$ cat config.mk
export PLATFORM = sky130hd
export DESIGN_NAME = sdram_cmd_arbiter
export DESIGN_NICKNAME = d
export VERILOG_FILES = /design/src/rtl/sdram_cmd_arbiter.sv
export SDC_FILE = /design/constraint.sdc
export NUM_CORES = 1
export LEC_CHECK = 0
export CAP_MARGIN = 20
export CORE_ASPECT_RATIO = 0.5
export CORE_MARGIN = 8
export CORE_UTILIZATION = 32
export CTS_CLUSTER_SIZE = 20
export DETAILED_ROUTE_END_ITERATION = 16
export GPL_ROUTABILITY_DRIVEN = 1
export HOLD_SLACK_MARGIN = 0.12
export PLACE_DENSITY = 0.75
export SLEW_MARGIN = 10
export SYNTH_ARGS = -nofsm -noshare
export SYNTH_HDL_FRONTEND = slang
export SYNTH_SLANG_ARGS = --single-unit
export TNS_END_PERCENT = 50
$ cat constraint.sdc
create_clock -name clk -period 2.14 [get_ports clk]
set_input_delay 0.642 -clock clk [delete_from_list [all_inputs] [get_ports clk]]
set_output_delay 0.642 -clock clk [all_outputs]
set_load 0.05 [all_outputs]
$ cat src/rtl/sdram_cmd_arbiter.sv
// SDRAM command arbiter: init sequencer, auto-refresh and NCH access channels onto one pad bus.
// Optional round-robin channel selection when SDRAM_ARB_RR_EN is defined (fixed priority otherwise).
module sdram_cmd_arbiter #(
    parameter int unsigned NCH    = 2,
    parameter int unsigned ADDR_W = 13,
    parameter int unsigned BA_W   = 2,
    parameter int unsigned DQ_W   = 16,
    parameter int unsigned DQM_W  = 2,
    localparam int unsigned CH_W  = (NCH > 1) ? $clog2(NCH) : 1
) (
    input  logic                   clk,
    input  logic                   rst_n,
    input  logic [3:0]             init_cmd,
    input  logic [ADDR_W-1:0]      init_addr,
    input  logic                   flag_init_end,
    input  logic                   aref_req,
    output logic                   aref_en,
    input  logic [3:0]             aref_cmd,
    input  logic [ADDR_W-1:0]      aref_addr,
    input  logic                   flag_aref_end,
    input  logic [NCH-1:0]         ch_req,
    output logic [NCH-1:0]         ch_en,
    input  logic [NCH-1:0]         ch_end,
    input  logic [4*NCH-1:0]       ch_cmd,
    input  logic [ADDR_W*NCH-1:0]  ch_addr,
    input  logic [BA_W*NCH-1:0]    ch_ba,
    input  logic [NCH-1:0]         ch_wr_dir,
    input  logic [DQ_W*NCH-1:0]    ch_wdata,
    output logic [3:0]             sdram_cmd,
    output logic [ADDR_W-1:0]      sdram_addr,
    output logic [BA_W-1:0]        sdram_ba,
    output logic [DQM_W-1:0]       sdram_dqm,
    output logic [DQ_W-1:0]        dq_out,
    output logic                   dq_oe,
    output logic [CH_W-1:0]        cur_ch
);

    localparam logic [3:0] CMD_NOP = 4'b0111;

    typedef enum logic [3:0] {
        StIdle  = 4'b0001,
        StArbit = 4'b0010,
        StAref  = 4'b0100,
        StChan  = 4'b1000
    } state_e;

    state_e state_q, state_d;

    logic              grant;
    logic              force_nop;
    logic [CH_W-1:0]   win;
    logic [CH_W-1:0]   sel;
    logic [NCH-1:0]    grant_vec;
    logic [3:0]        sel_cmd;
    logic [ADDR_W-1:0] sel_addr;
    logic [BA_W-1:0]   sel_ba;
    logic              sel_wr;
    logic [DQ_W-1:0]   sel_wdata;

    assign sdram_dqm = '0;

`ifdef SDRAM_ARB_RR_EN
    logic [CH_W-1:0] rr_ptr;
    logic [CH_W-1:0] rr_idx;

    // Descending scan so the closest index after the pointer is the last (winning) assignment.
    always_comb begin
        win    = '0;
        rr_idx = '0;
        for (int unsigned k = NCH; k >= 1; k--) begin
            rr_idx = CH_W'((32'(rr_ptr) + k) % NCH);
            if (ch_req[rr_idx]) begin
                win = rr_idx;
            end
        end
    end

    always_ff @(posedge clk or negedge rst_n) begin
        if (!rst_n) begin
            rr_ptr <= CH_W'(NCH - 1);
        end else if (grant) begin
            rr_ptr <= win;
        end
    end
`else
    always_comb begin
        win = '0;
        for (int i = int'(NCH) - 1; i >= 0; i--) begin
            if (ch_req[CH_W'(i)]) begin
                win = CH_W'(i);
            end
        end
    end
`endif

    always_comb begin
        state_d   = state_q;
        grant     = 1'b0;
        force_nop = 1'b0;
        unique case (state_q)
            StIdle: begin
                if (flag_init_end) begin
                    state_d = StArbit;
                end
            end
            StArbit: begin
                if (aref_req) begin
                    state_d = StAref;
                end else if (|ch_req) begin
                    state_d = StChan;
                    grant   = 1'b1;
                end
            end
            StAref: begin
                if (flag_aref_end) begin
                    state_d = StArbit;
                end
            end
            StChan: begin
                if (ch_end[cur_ch]) begin
                    state_d = StArbit;
                end
            end
            default: begin
                state_d   = StIdle;
                force_nop = 1'b1;
            end
        endcase
    end

    // Channel feeding the pads next cycle: the new winner on a grant, else the held channel.
    assign sel = grant ? win : cur_ch;

    always_comb begin
        grant_vec = '0;
        sel_cmd   = '0;
        sel_addr  = '0;
        sel_ba    = '0;
        sel_wr    = 1'b0;
        sel_wdata = '0;
        for (int i = 0; i < int'(NCH); i++) begin
            grant_vec[i] = (CH_W'(i) == win);
            if (CH_W'(i) == sel) begin
                sel_cmd   = ch_cmd[4*i +: 4];
                sel_addr  = ch_addr[ADDR_W*i +: ADDR_W];
                sel_ba    = ch_ba[BA_W*i +: BA_W];
                sel_wr    = ch_wr_dir[i];
                sel_wdata = ch_wdata[DQ_W*i +: DQ_W];
            end
        end
    end

    always_ff @(posedge clk or negedge rst_n) begin
        if (!rst_n) begin
            state_q    <= StIdle;
            aref_en    <= 1'b0;
            ch_en      <= '0;
            cur_ch     <= '0;
            dq_oe      <= 1'b0;
            dq_out     <= '0;
            sdram_cmd  <= CMD_NOP;
            sdram_addr <= '0;
            sdram_ba   <= '0;
        end else begin
            state_q  <= state_d;
            aref_en  <= (state_d == StAref);
            ch_en    <= grant ? grant_vec : '0;
            dq_oe    <= 1'b0;
            sdram_ba <= '0;
            if (grant) begin
                cur_ch <= win;
            end
            unique case (state_d)
                StIdle: begin
                    sdram_cmd  <= force_nop ? CMD_NOP : init_cmd;
                    sdram_addr <= init_addr;
                end
                StArbit: begin
                    sdram_cmd  <= CMD_NOP;
                    sdram_addr <= init_addr;
                end
                StAref: begin
                    sdram_cmd  <= aref_cmd;
                    sdram_addr <= aref_addr;
                end
                StChan: begin
                    sdram_cmd  <= sel_cmd;
                    sdram_addr <= sel_addr;
                    sdram_ba   <= sel_ba;
                    dq_oe      <= sel_wr;
                    dq_out     <= sel_wdata;
                end
                default: begin
                    sdram_cmd <= CMD_NOP;
                end
            endcase
        end
    end

endmodule

==> results of run 1 <==
-- synthesized netlist by cell type (all sizes together) (2+ instances only) --
cell      n  area (um2)
o21ai    18         101
nor2     24        92.6
a22oi     3        22.5
mux2i    23         230
o2111ai   3        26.3
nor4b     2        17.5
a211oi    4        35.0
nand2b    3        18.8
or4b      2        23.8
dfstp     4         105
dfrtp    39         976
inv      19        71.3
a21oi    16         140
nand2     3        11.3
buf      16         130
nand3b    3        22.5
a222oi   13         130
-- sequential cells by signal (all words and copies together), names as in the netlist --
signal	cells
sdram_cmd	4
dq_out	16
dq_oe	1
sdram_addr	13
sdram_ba	2
state_q	4
cur_ch	1
ch_en	1
aref_en	1
-- metrics by stage --
stage / instance area [um2] / total power, mW / hold slack [ns]
floorplan: 2290 / 2.93 / 0.346
global placement: 3890 / 3.83 / 0.503
detailed placement: 3890 / 3.88 / 0.514
CTS: 4070 / 4.78 / 0.386
global route: 4090 / 4.99 / 0.419
finish: 4090 / 4.76 / 0.364
-- worst register-to-register path, cell delays in order, from the launching register on --
cell,delay (ns)
dfrtp_1,0.44
buf_4,0.19
nor4b_2,0.27
buf_4,0.17
a2111oi_2,0.06
buf_4,0.19
a222oi_1,0.35
o21ai_0,0.16
-- layout by cell type (no fill, tap or decap), types with 2 or more instances in the layout --
master           Yosys  layout
a211oi_1             3       2
a211oi_2             1       2
a21oi_2             16      16
a222oi_1            13      13
a22oi_1              3       3
buf_12               0       3
buf_4                7      54
clkbuf_16            0       5
clkdlybuf4s50_1      0     114
conb_1               1       3
dfrtp_1             39      39
dfstp_2              4       4
inv_1               18      18
mux2i_1             23      23
nand2_1              3       3
nand2b_1             3       3
nand3b_1             3       3
nor2_1              23      23
o2111ai_1            3       3
o21ai_0             14      14
o21ai_1              3       3
or4b_4               1       2
-- final timing paths --
| check | to | slack [ns] | cells after the start |
|---|---|---|---|
| setup / recovery | sdram_cmd[3] | 0.07 | 1 |
| hold / removal | aref_en | 0.36 | 1 |
| setup reg to reg | sdram_addr[8] | 0.16 | 7 |
| hold reg to reg | dq_out[10] | 0.52 | 2 |
| max in group asynchronous | dq_out[7] | 1.17 | 2 |
| min in group clk | dq_out[10] | 0.52 | 2 |
-- power by group --
group	internal, mW	switching, mW
sequential	1.15	0.159
clock	0.551	0.330
combinational	0.898	1.67
-- routing by layer --
metal / vias to the layer above / part of all wire [%]
met1: 1129 / 36
met3: 9 / 4.5
met5: - / 0
li1: 1088 / -
met4: 0 / 1.4
met2: 75 / 58
-- logic make-up after synthesis --
logic type      synth area share (%)
other cells                    0.164
simple gates                    9.60
compound gates                  22.8
buf+inv                         9.00
flops                           47.4
mux                             10.6
xor+xnor                       0.384
-- timing repair --
item / in CTS / in global routing
endpoints found under the setup margin: 8 / 17
hold buffers: 0 / 0
resized for setup: 1 / 4
-- area by class of cell --
class / instances / area [um2] / share of cell area [%]
clock buffer: 5 / 125 / 3.06
clock inverter: 3 / 43.8 / 1.07
inverter: 19 / 71.3 / 1.75
multi-input combinational: 134 / 1040 / 25.4
sequential: 43 / 1080 / 26.5
tap: 92 / 115 / 2.82
timing repair buffer: 172 / 1610 / 39.4
==> summary.md, run 1 <==
| Metric | Value |
|---|---|
| Final nets | `490` |
| CTS Buf Count | `5` |
| Initial antenna violation count | `0` |
| Worst Skew | `0.00548 ns` |
| CP Max Fanout | `1` |
| Post-DP HPWL | `7040 um` |
| Setup TNS | `0 ns` |
| Detailed-route vias per instance | `4.92` |
| RSZ-0062 raised after global routing | `no` |
| Synth async-reset ratio | `100%` |
| Drt first pass iters | `7` |
| Mean Syn Cell Area | `10.8 um2` |
| Setup crit start kind | `flop` |
| Data arrival time of the worst path | `1.42 ns` |
| M1 GR Usage | `17.0%` |
| Critical path type | `reg2out` |
| Place WS | `-0.267 ns` |
| Fin util | `60.3%` |
| Relative slew slack | `58.2%` |
| Seq/Total Area, Yosys | `47.4%` |
| Clk slew on worst S/H paths | `0.06 ns` |
| F_max | `484 MHz` |
| Crit-path slowest cell | `clkdlybuf4s50_1` |
| Vias | `2,301` |
| Setup violations, final | `0` |
| Root Buffer | `clkbuf_16` |
| GR peak layer | `met2` |
| Initial Util | `33.6%` |
| Final Hold Vio Count | `0` |
| Period Utilization, post-route | `96.6%` |
| CP Capture Type | `output port` |
| Clock Latency Late Sink | `0.29 ns` |
| Routed Antenna Nets | `0` |
| CP startpoint | `sdram_cmd[3]` |
| Cell count after synthesis | `211` |
| Num rows | `21` |
| Post-CTS Setup Repair Bufs | `0` |
| Number of diodes | `0` |
| Crit path required time | `1.50 ns` |
| Grt met2 use | `30.8%` |
| Routability cong. | `0.749` |
| Initial drt markers | `193` |
| Most used DFF post-synth | `dfrtp_1` |
| Fill cell count | `560` |
| Worst Path Buf+Inv | `1` |
| Slowest stage delay, CP | `0.82 ns` |
| Layout cells sized above 1 | `26.6%` |
| Max rail drop VDD | `0.509 mV` |
| Core Box Area | `6780 um2` |
| Status | `finished, final reports clean` |
| Post-Layout Cell Count | `468` |
| Final Max Slew Viols | `0` |
| H-tree depth | `2` |
| # DRC | `0` |
| Ys Warns | `0` |
| Power per Cell Area | `1160 nW/um2` |
| Min Tclk post-route | `2.07 ns` |
| Yosys cell types | `42` |
| First-pass GRT wire length | `12,600 um` |
| Worst-margin pin slew | `0.627 ns` |
| Final WL | `8650 um` |
| Crit path cell chain | `clkdlybuf4s50_1` |
| Cells after DPL | `460` |
| Synthesized area | `2280 um2` |
| Buffers on Ports | `153` |
| Post-DR wirelength/cell | `18.5 um` |
| Num ports | `157` |
| Tot GR Track Use | `15.9%` |
| GRT overflow | `0` |
| Post-synth EDFFs | `0` |
| Die area | `10,200 um2` |
| Die W | `135 um` |
| # Max-Cap Violations | `0` |
| Synth Register Bits | `43` |
| P_leak | `1.89 nW` |
| Largest net degree at the start of global routing | `28` |
| CP delay by family, top | `buffers and inverters` |
| Reg-to-Reg Start | `state_q[3]` |
| CTS tree | `built` |
| Die height | `75.7 um` |
| Clk sinks | `43` |
| Min-Delay Path Class | `in2async` |
| Synthesis-to-finish area growth | `79.3%` |
| Bufs on Longest Clock Path | `2` |
| Setup slack after layout | `0.0733 ns` |
| Vias in the first global route | `2,447` |
| Met3 Usage GRT | `3.62%` |
Power figures use the tool's default switching activity.
==> run 2: changes to the inputs <==
--- a/config.mk
+++ b/config.mk
@@ -9,10 +9,10 @@
 export CORE_ASPECT_RATIO = 0.5
 export CORE_MARGIN = 8
-export CORE_UTILIZATION = 32
+export CORE_UTILIZATION = 38
 export CTS_CLUSTER_SIZE = 20
 export DETAILED_ROUTE_END_ITERATION = 16
 export GPL_ROUTABILITY_DRIVEN = 1
 export HOLD_SLACK_MARGIN = 0.12
-export PLACE_DENSITY = 0.75
+export PLACE_DENSITY = 0.84
 export SLEW_MARGIN = 10
 export SYNTH_ARGS = -nofsm -noshare
==> constraint.sdc (replaced) <==
create_clock -name clk -period 2.6 [get_ports clk]
set_input_delay 0.52 -clock clk [delete_from_list [all_inputs] [get_ports clk]]
set_output_delay 0.52 -clock clk [all_outputs]
set_load 0.05 [all_outputs]
==> run 2 against run 1 <==
Net effect:
- hold slack better by 0.013 ns
- sequential power shrank 16%
- combinational power is 18% lower
- sequential cell count stayed put
- global-route usage up 1.9 points
- count of clock-buffer cells in the layout is 1 higher
- wire length fell by 6.1%
- sequential share of layout area is 0.78 points higher
==> summary.md, run 2 (synthesis gave the netlist of run 1 again) <==
| Metric | Value |
|---|---|
| Setup crit start kind | `flop (unchanged)` |
| Core Box Area | `5930 um2 (was 6780 um2)` |
| DP Area | `3830 um2 (was 3890 um2)` |
| Clk slew on worst S/H paths | `0.06 ns (about the same)` |
| GRT overflow | `0 (unchanged)` |
| # Max-Cap Violations | `0 (unchanged)` |
| Power per Cell Area | `959 nW/um2 (was 1160 nW/um2)` |
| First-pass GRT wire length | `12,700 um (was 12,600 um)` |
| Critical path type | `reg2reg (was reg2out)` |
| Detailed-route vias per instance | `5.05 (was 4.92)` |
| Worst path depth | `4 (was 1)` |
| GR peak layer | `met2 (unchanged)` |
| Data arrival time of the worst path | `2.57 ns (was 1.42 ns)` |
| Number of diodes | `0 (unchanged)` |
| Final nets | `477 (was 490)` |
| Crit path cell chain | `or4b_4, o32ai_2, a222oi_1, o21ai_0 (was clkdlybuf4s50_1)` |
| Initial Util | `38.4% (was 33.6%)` |
| Largest net degree at the start of global routing | `44 (was 28)` |
| Regs by FF count | `dq_out (16), sdram_addr (13) (unchanged)` |
| CTS tree | `built (unchanged)` |
| Clk sinks | `43 (unchanged)` |
| Synthesis-to-finish area growth | `74.1% (was 79.3%)` |
| Status | `finished, final reports clean (unchanged)` |
| Min-Delay Path Class | `in2async (unchanged)` |
| Reg-to-Reg Start | `state_q[1] (was state_q[3])` |
| Routed Antenna Nets | `0 (unchanged)` |
| Final Instance Area | `3970 um2 (was 4090 um2)` |
| CP Capture Type | `flop (was output port)` |
| Setup TNS | `0 ns (unchanged)` |
| Reg with most FFs | `dq_out (unchanged)` |
| Vias | `2,223 (was 2,301)` |
| Setup violations, final | `0 (unchanged)` |
| Bufs on Longest Clock Path | `2 (unchanged)` |
| Grt met2 use | `35.8% (was 30.8%)` |
| Worst Path Buf+Inv | `0 (was 1)` |
| Met3 Usage GRT | `3.97% (was 3.62%)` |
| Die height | `70.8 um (was 75.7 um)` |
| Most frequent cells in the layout | `152 x clkdlybuf4s50_1, 39 x dfrtp_1, 23 x nor2_1, 23 x mux2i_1, 18 x inv_1 (was 114 x clkdlybuf4s50_1, 54 x buf_4, 39 x dfrtp_1, 23 x nor2_1, 23 x mux2i_1)` |
| Tot GR Track Use | `17.8% (was 15.9%)` |
| Slowest stage delay, CP | `0.80 ns (was 0.82 ns)` |
| F_max | `422 MHz` |
| # DRC | `0 (unchanged)` |
| R2R cell count | `4 (was 7)` |
| Max rail drop VDD | `0.514 mV (was 0.509 mV)` |
| Cts repair resizes | `0 (was 1)` |
| Final Max Slew Viols | `0 (unchanged)` |
| Layout cells sized above 1 | `12.1% (was 26.6%)` |
| Post-DP HPWL | `6550 um (was 7040 um)` |
| Num ports | `157 (unchanged)` |
| Die area | `8880 um2 (was 10,200 um2)` |
| # hold bufs at CTS | `0 (unchanged)` |
| Initial drt markers | `171 (was 193)` |
| Fill cell count | `452 (was 560)` |
| Die W | `126 um (was 135 um)` |
| Relative slew slack | `36.1% (was 58.2%)` |
| CTS Buf Count | `5 (unchanged)` |
| Max reg flops | `16 (unchanged)` |
| Crit-path slowest cell | `o32ai_2 (was clkdlybuf4s50_1)` |
| Final Hold Vio Count | `0 (unchanged)` |
| Buffers on Ports | `153 (unchanged)` |
| Crit path required time | `2.79 ns (was 1.50 ns)` |
| Post-CTS Setup Repair Bufs | `0 (unchanged)` |
| CP Max Fanout | `13 (was 1)` |
| Worst-margin pin slew | `0.959 ns (was 0.627 ns)` |
| Clock Latency Late Sink | `0.28 ns (was 0.29 ns)` |
| Post-DR wirelength/cell | `18.5 um (about the same)` |
| Drt first pass iters | `8 (was 7)` |
| Initial antenna violation count | `0 (unchanged)` |
| Num rows | `20 (was 21)` |
| M1 GR Usage | `18.2% (was 17.0%)` |
| CP delay by family, top | `compound AO/OA/AOI/OAI gates (was buffers and inverters)` |
| Worst flop-to-flop path endpoint | `sdram_addr[8] (unchanged)` |
| Worst Skew | `0.00393 ns (was 0.00548 ns)` |
| Final WL | `8120 um (was 8650 um)` |
| Register-to-register setup slack | `0.23 ns (was 0.16 ns)` |
| P_leak | `1.75 nW (was 1.89 nW)` |
| Period Utilization, post-route | `91.2%` |
| Root Buffer | `clkbuf_16 (unchanged)` |
| Routability cong. | `0.807 (was 0.749)` |
| Vias in the first global route | `2,481 (was 2,447)` |
| Min Tclk post-route | `2.37 ns` |
| RSZ-0062 raised after global routing | `no (unchanged)` |
| Most common cell after layout, fill and taps aside | `clkdlybuf4s50_1 (unchanged)` |
| H-tree depth | `2 (unchanged)` |
run 2: metal layers:
layer  vias to the layer above  part of all wire (%)
li1                       1065                     -
met1                      1063                    37
met2                        83                    56
met3                        12                   4.8
met4                         0                   1.4
met5                         -                     0
run 2: area by class of cell:
cell class / instances / area [um2] / share of cell area [%]
Clock inverter: 2 / 12.5 / 0.315
Sequential cell: 43 / 1080 / 27.2
Clock buffer: 6 / 129 / 3.25
Tap cell: 77 / 96.3 / 2.43
Timing Repair Buffer: 159 / 1570 / 39.6
Inverter: 19 / 71.3 / 1.80
Multi-Input combinational cell: 134 / 1010 / 25.4
run 2: report_power, final:
part | internal [mW] | total, mW | switching (mW)
registers | 0.943 | 1.09 | 0.146
clock network | 0.354 | 0.604 | 0.250
logic | 0.765 | 2.11 | 1.35
total | 2.06 | 3.81 | 1.75
run 2: worst register-to-register path, stage by stage (launching register included):
cell and delay, ns:
dfrtp_1 0.49, or4b_4 0.61, o32ai_2 0.80, a222oi_1 0.24, o21ai_0 0.15
run 2: stage by stage:
stage	instances	hold slack [ns]	total power, mW	setup WS [ns]	util, %
after detailed placement	432	0.509	3.22	0.219	64.6
after CTS	440	0.413	3.83	0.272	66.9
after floorplan	213	0.224	2.41	0.490	-
final	440	0.377	3.81	0.229	66.9
after global placement	432	0.502	3.16	0.310	64.6
after global routing	440	0.458	3.97	0.139	66.9
run 2: worst max path at each step:
stage,slack (ns),endpoint,start
5_1_grt,0.14,sdram_addr[8],state_q[1]
3_3_place_gp,0.31,sdram_addr[10],flag_aref_end
4_1_cts,0.27,sdram_addr[8],state_q[1]
6_report,0.23,sdram_addr[8],state_q[1]
3_5_place_dp,0.22,sdram_addr[8],ch_req[0]
2_1_floorplan,0.49,sdram_addr[10],cur_ch
==> run 3: changes to the inputs <==
Settings changed: CORE_MARGIN 8 to 2.
==> run 3 against run 2 <==
Net effect:
- design area rose by 0.95%
- clock power rose by 18%
- clock skew about the same
- fmax down 2.9%
- critical path type unchanged
- critical endpoint is now sdram_addr[7]
==> summary.md, run 3 (synthesis gave the netlist of run 1 again) <==
| Metric | Value |
|---|---|
| Status | `finished, final reports clean (unchanged)` |
| First-pass GRT wire length | `11,700 um (was 12,700 um)` |
| CP Max Fanout | `13 (unchanged)` |
| Gate power share | `54.3% (was 55.5%)` |
| CP startpoint | `state_q[3] (was state_q[1])` |
| Register-to-register setup slack | `0.16 ns (was 0.23 ns)` |
| Reg-to-Reg Start | `state_q[3] (was state_q[1])` |
| Synthesis-to-finish area growth | `75.8% (was 74.1%)` |
| Final Max Slew Viols | `0 (unchanged)` |
| Die W | `114 um (was 126 um)` |
| Die area | `6670 um2 (was 8880 um2)` |
| Min-Delay Path Class | `in2async (unchanged)` |
| Slowest stage delay, CP | `0.86 ns (was 0.80 ns)` |
| Initial drt markers | `230 (was 171)` |
| # hold bufs at CTS | `0 (unchanged)` |
| Post-CTS Setup Repair Bufs | `0 (unchanged)` |
| Root Buffer | `clkbuf_16 (unchanged)` |
| Post-DP HPWL | `5730 um (was 6550 um)` |
| Vias in the first global route | `2,391 (was 2,481)` |
| Most frequent cells in the layout | `152 x clkdlybuf4s50_1, 39 x dfrtp_1, 23 x nor2_1, 23 x mux2i_1, 18 x inv_1 (unchanged)` |
| CTS tree | `built (unchanged)` |
| Number of diodes | `0 (unchanged)` |
| Worst-margin pin slew | `1.05 ns (was 0.959 ns)` |
| Num ports | `157 (unchanged)` |
| Vias | `2,256 (was 2,223)` |
| Max rail drop VDD | `0.500 mV (was 0.514 mV)` |
| Initial antenna violation count | `0 (unchanged)` |
| Min Tclk post-route | `2.44 ns (was 2.37 ns)` |
| Bufs on Longest Clock Path | `2 (unchanged)` |
| Num rows | `19 (was 20)` |
| Largest net degree at the start of global routing | `44 (unchanged)` |
| Total power | `3.94 mW (was 3.81 mW)` |
| Sw frac | `44.8% (was 45.9%)` |
| Period Utilization, post-route | `93.9% (was 91.2%)` |
| CP delay by family, top | `compound AO/OA/AOI/OAI gates (unchanged)` |
| Layout cells sized above 1 | `12.9% (was 12.1%)` |
| H-tree depth | `2 (unchanged)` |
| Final Hold Vio Count | `0 (unchanged)` |
| Reg with most FFs | `dq_out (unchanged)` |
| Clock power share | `18.1% (was 15.9%)` |
| Data arrival time of the worst path | `2.64 ns (was 2.57 ns)` |
| Power per Cell Area | `984 nW/um2 (was 959 nW/um2)` |
| R2R cell count | `4 (unchanged)` |
| Relative slew slack | `30.2% (was 36.1%)` |
| Crit path required time | `2.80 ns (was 2.79 ns)` |
| Buffers on Ports | `153 (unchanged)` |
| Worst flop-to-flop path endpoint | `sdram_addr[7] (was sdram_addr[8])` |
| # DRC | `0 (unchanged)` |
| Detailed-route vias per instance | `5.15 (was 5.05)` |
| Routed Antenna Nets | `0 (unchanged)` |
| Routability cong. | `0.812 (was 0.807)` |
| CTS Buf Count | `5 (unchanged)` |
| Sw Pwr | `1.77 mW (was 1.75 mW)` |
| Final WL | `7550 um (was 8120 um)` |
| Fill cell count | `434 (was 452)` |
| RSZ-0062 raised after global routing | `no (unchanged)` |
| Power Internal | `2.17 mW (was 2.06 mW)` |
| Initial Util | `40.5% (was 38.4%)` |
| Final nets | `479 (was 477)` |
| Core Box Area | `5630 um2 (was 5930 um2)` |
| CP Capture Type | `flop (unchanged)` |
| Area of the multi-input gates | `1010 um2 (unchanged)` |
| # Max-Cap Violations | `0 (unchanged)` |
| Clk sinks | `43 (unchanged)` |
| Post-DR wirelength/cell | `17.2 um (was 18.5 um)` |
| Clk slew on worst S/H paths | `0.06 ns (about the same)` |
| Fraction of power consumed by sequential logic | `27.7% (was 28.6%)` |
| Sequential cell area | `1080 um2 (unchanged)` |
| Tot GR Track Use | `22.5% (was 17.8%)` |
| Max reg flops | `16 (unchanged)` |
| P_leak | `1.77 nW (was 1.75 nW)` |
| Crit-path slowest cell | `o32ai_2 (unchanged)` |
| Worst Path Buf+Inv | `0 (unchanged)` |
| Worst Skew | `0.00424 ns (was 0.00393 ns)` |
| Drt first pass iters | `7 (was 8)` |
| Cts repair resizes | `0 (unchanged)` |
| Critical path type | `reg2reg (unchanged)` |
| Setup violations, final | `0 (unchanged)` |
| GRT overflow | `0 (unchanged)` |
| F_max | `410 MHz (was 422 MHz)` |
| Regs by FF count | `dq_out (16), sdram_addr (13) (unchanged)` |
| Most common cell after layout, fill and taps aside | `clkdlybuf4s50_1 (unchanged)` |
| Clock Latency Late Sink | `0.28 ns (about the same)` |
| Crit path cell chain | `or4b_4, o32ai_2, a222oi_1, o21ai_0 (unchanged)` |
| Setup TNS | `0 ns (unchanged)` |
| Setup crit start kind | `flop (unchanged)` |
| Die height | `58.8 um (was 70.8 um)` |
-- run 3: changes by cell type in the layout (fill, tap and decap cells not counted), sizes merged --
| cell | delta |
|---|---|
| buf | +2 |
| clkbuf | -1 |
| clkinvlp | -1 |
| clkinv | +1 |
| bufinv | +1 |
-- run 3: power by group through the flow --
stage               registers [mW]  logic (mW)  clock network (mW)
finish                        1.09        2.14               0.712
global route                  1.13        2.23               0.751
CTS                           1.09        2.15               0.720
detailed placement            1.10        2.12                   0
global placement              1.08        2.09                   0
floorplan                     1.90       0.516                   0
-- run 3: worst max-delay path by stage --
stage / end / cells after the start
after floorplan: sdram_addr[10] / 5
after global placement: sdram_addr[10] / 5
after detailed placement: sdram_addr[0] / 5
after CTS: sdram_addr[4] / 4
after global routing: sdram_addr[4] / 4
final: sdram_addr[7] / 4
-- run 3: layer usage --
| layer | GRT usage, % | up-vias | part of all wire (%) |
|---|---|---|---|
| met5 | 0 | - | 0 |
| met4 | 7.14 | 0 | 2.6 |
| met3 | 4.33 | 20 | 6.2 |
| li1 | - | 1071 | - |
| met2 | 42.4 | 104 | 53 |
| met1 | 26.6 | 1061 | 38 |
-- run 3: layout make-up --
cell class,count,share of cell area (%)
clock buffer,5,3.12
clock inverter,3,1.09
inverter,19,1.78
multi-input combinational,134,25.2
sequential,43,27.0
tap,73,2.28
timing repair buffer,161,39.6
-- run 3: metrics by stage --
step	hold slack, ns	worst slack (ns)	std cells	cell area, um2	util (%)
after floorplan	0.224	0.490	213	2290	-
after global placement	0.502	0.276	430	3840	68.1
after detailed placement	0.511	0.203	430	3840	68.1
after CTS	0.433	0.199	438	4010	71.1
after global routing	0.473	0.0988	438	4010	71.1
final	0.365	0.159	438	4010	71.1
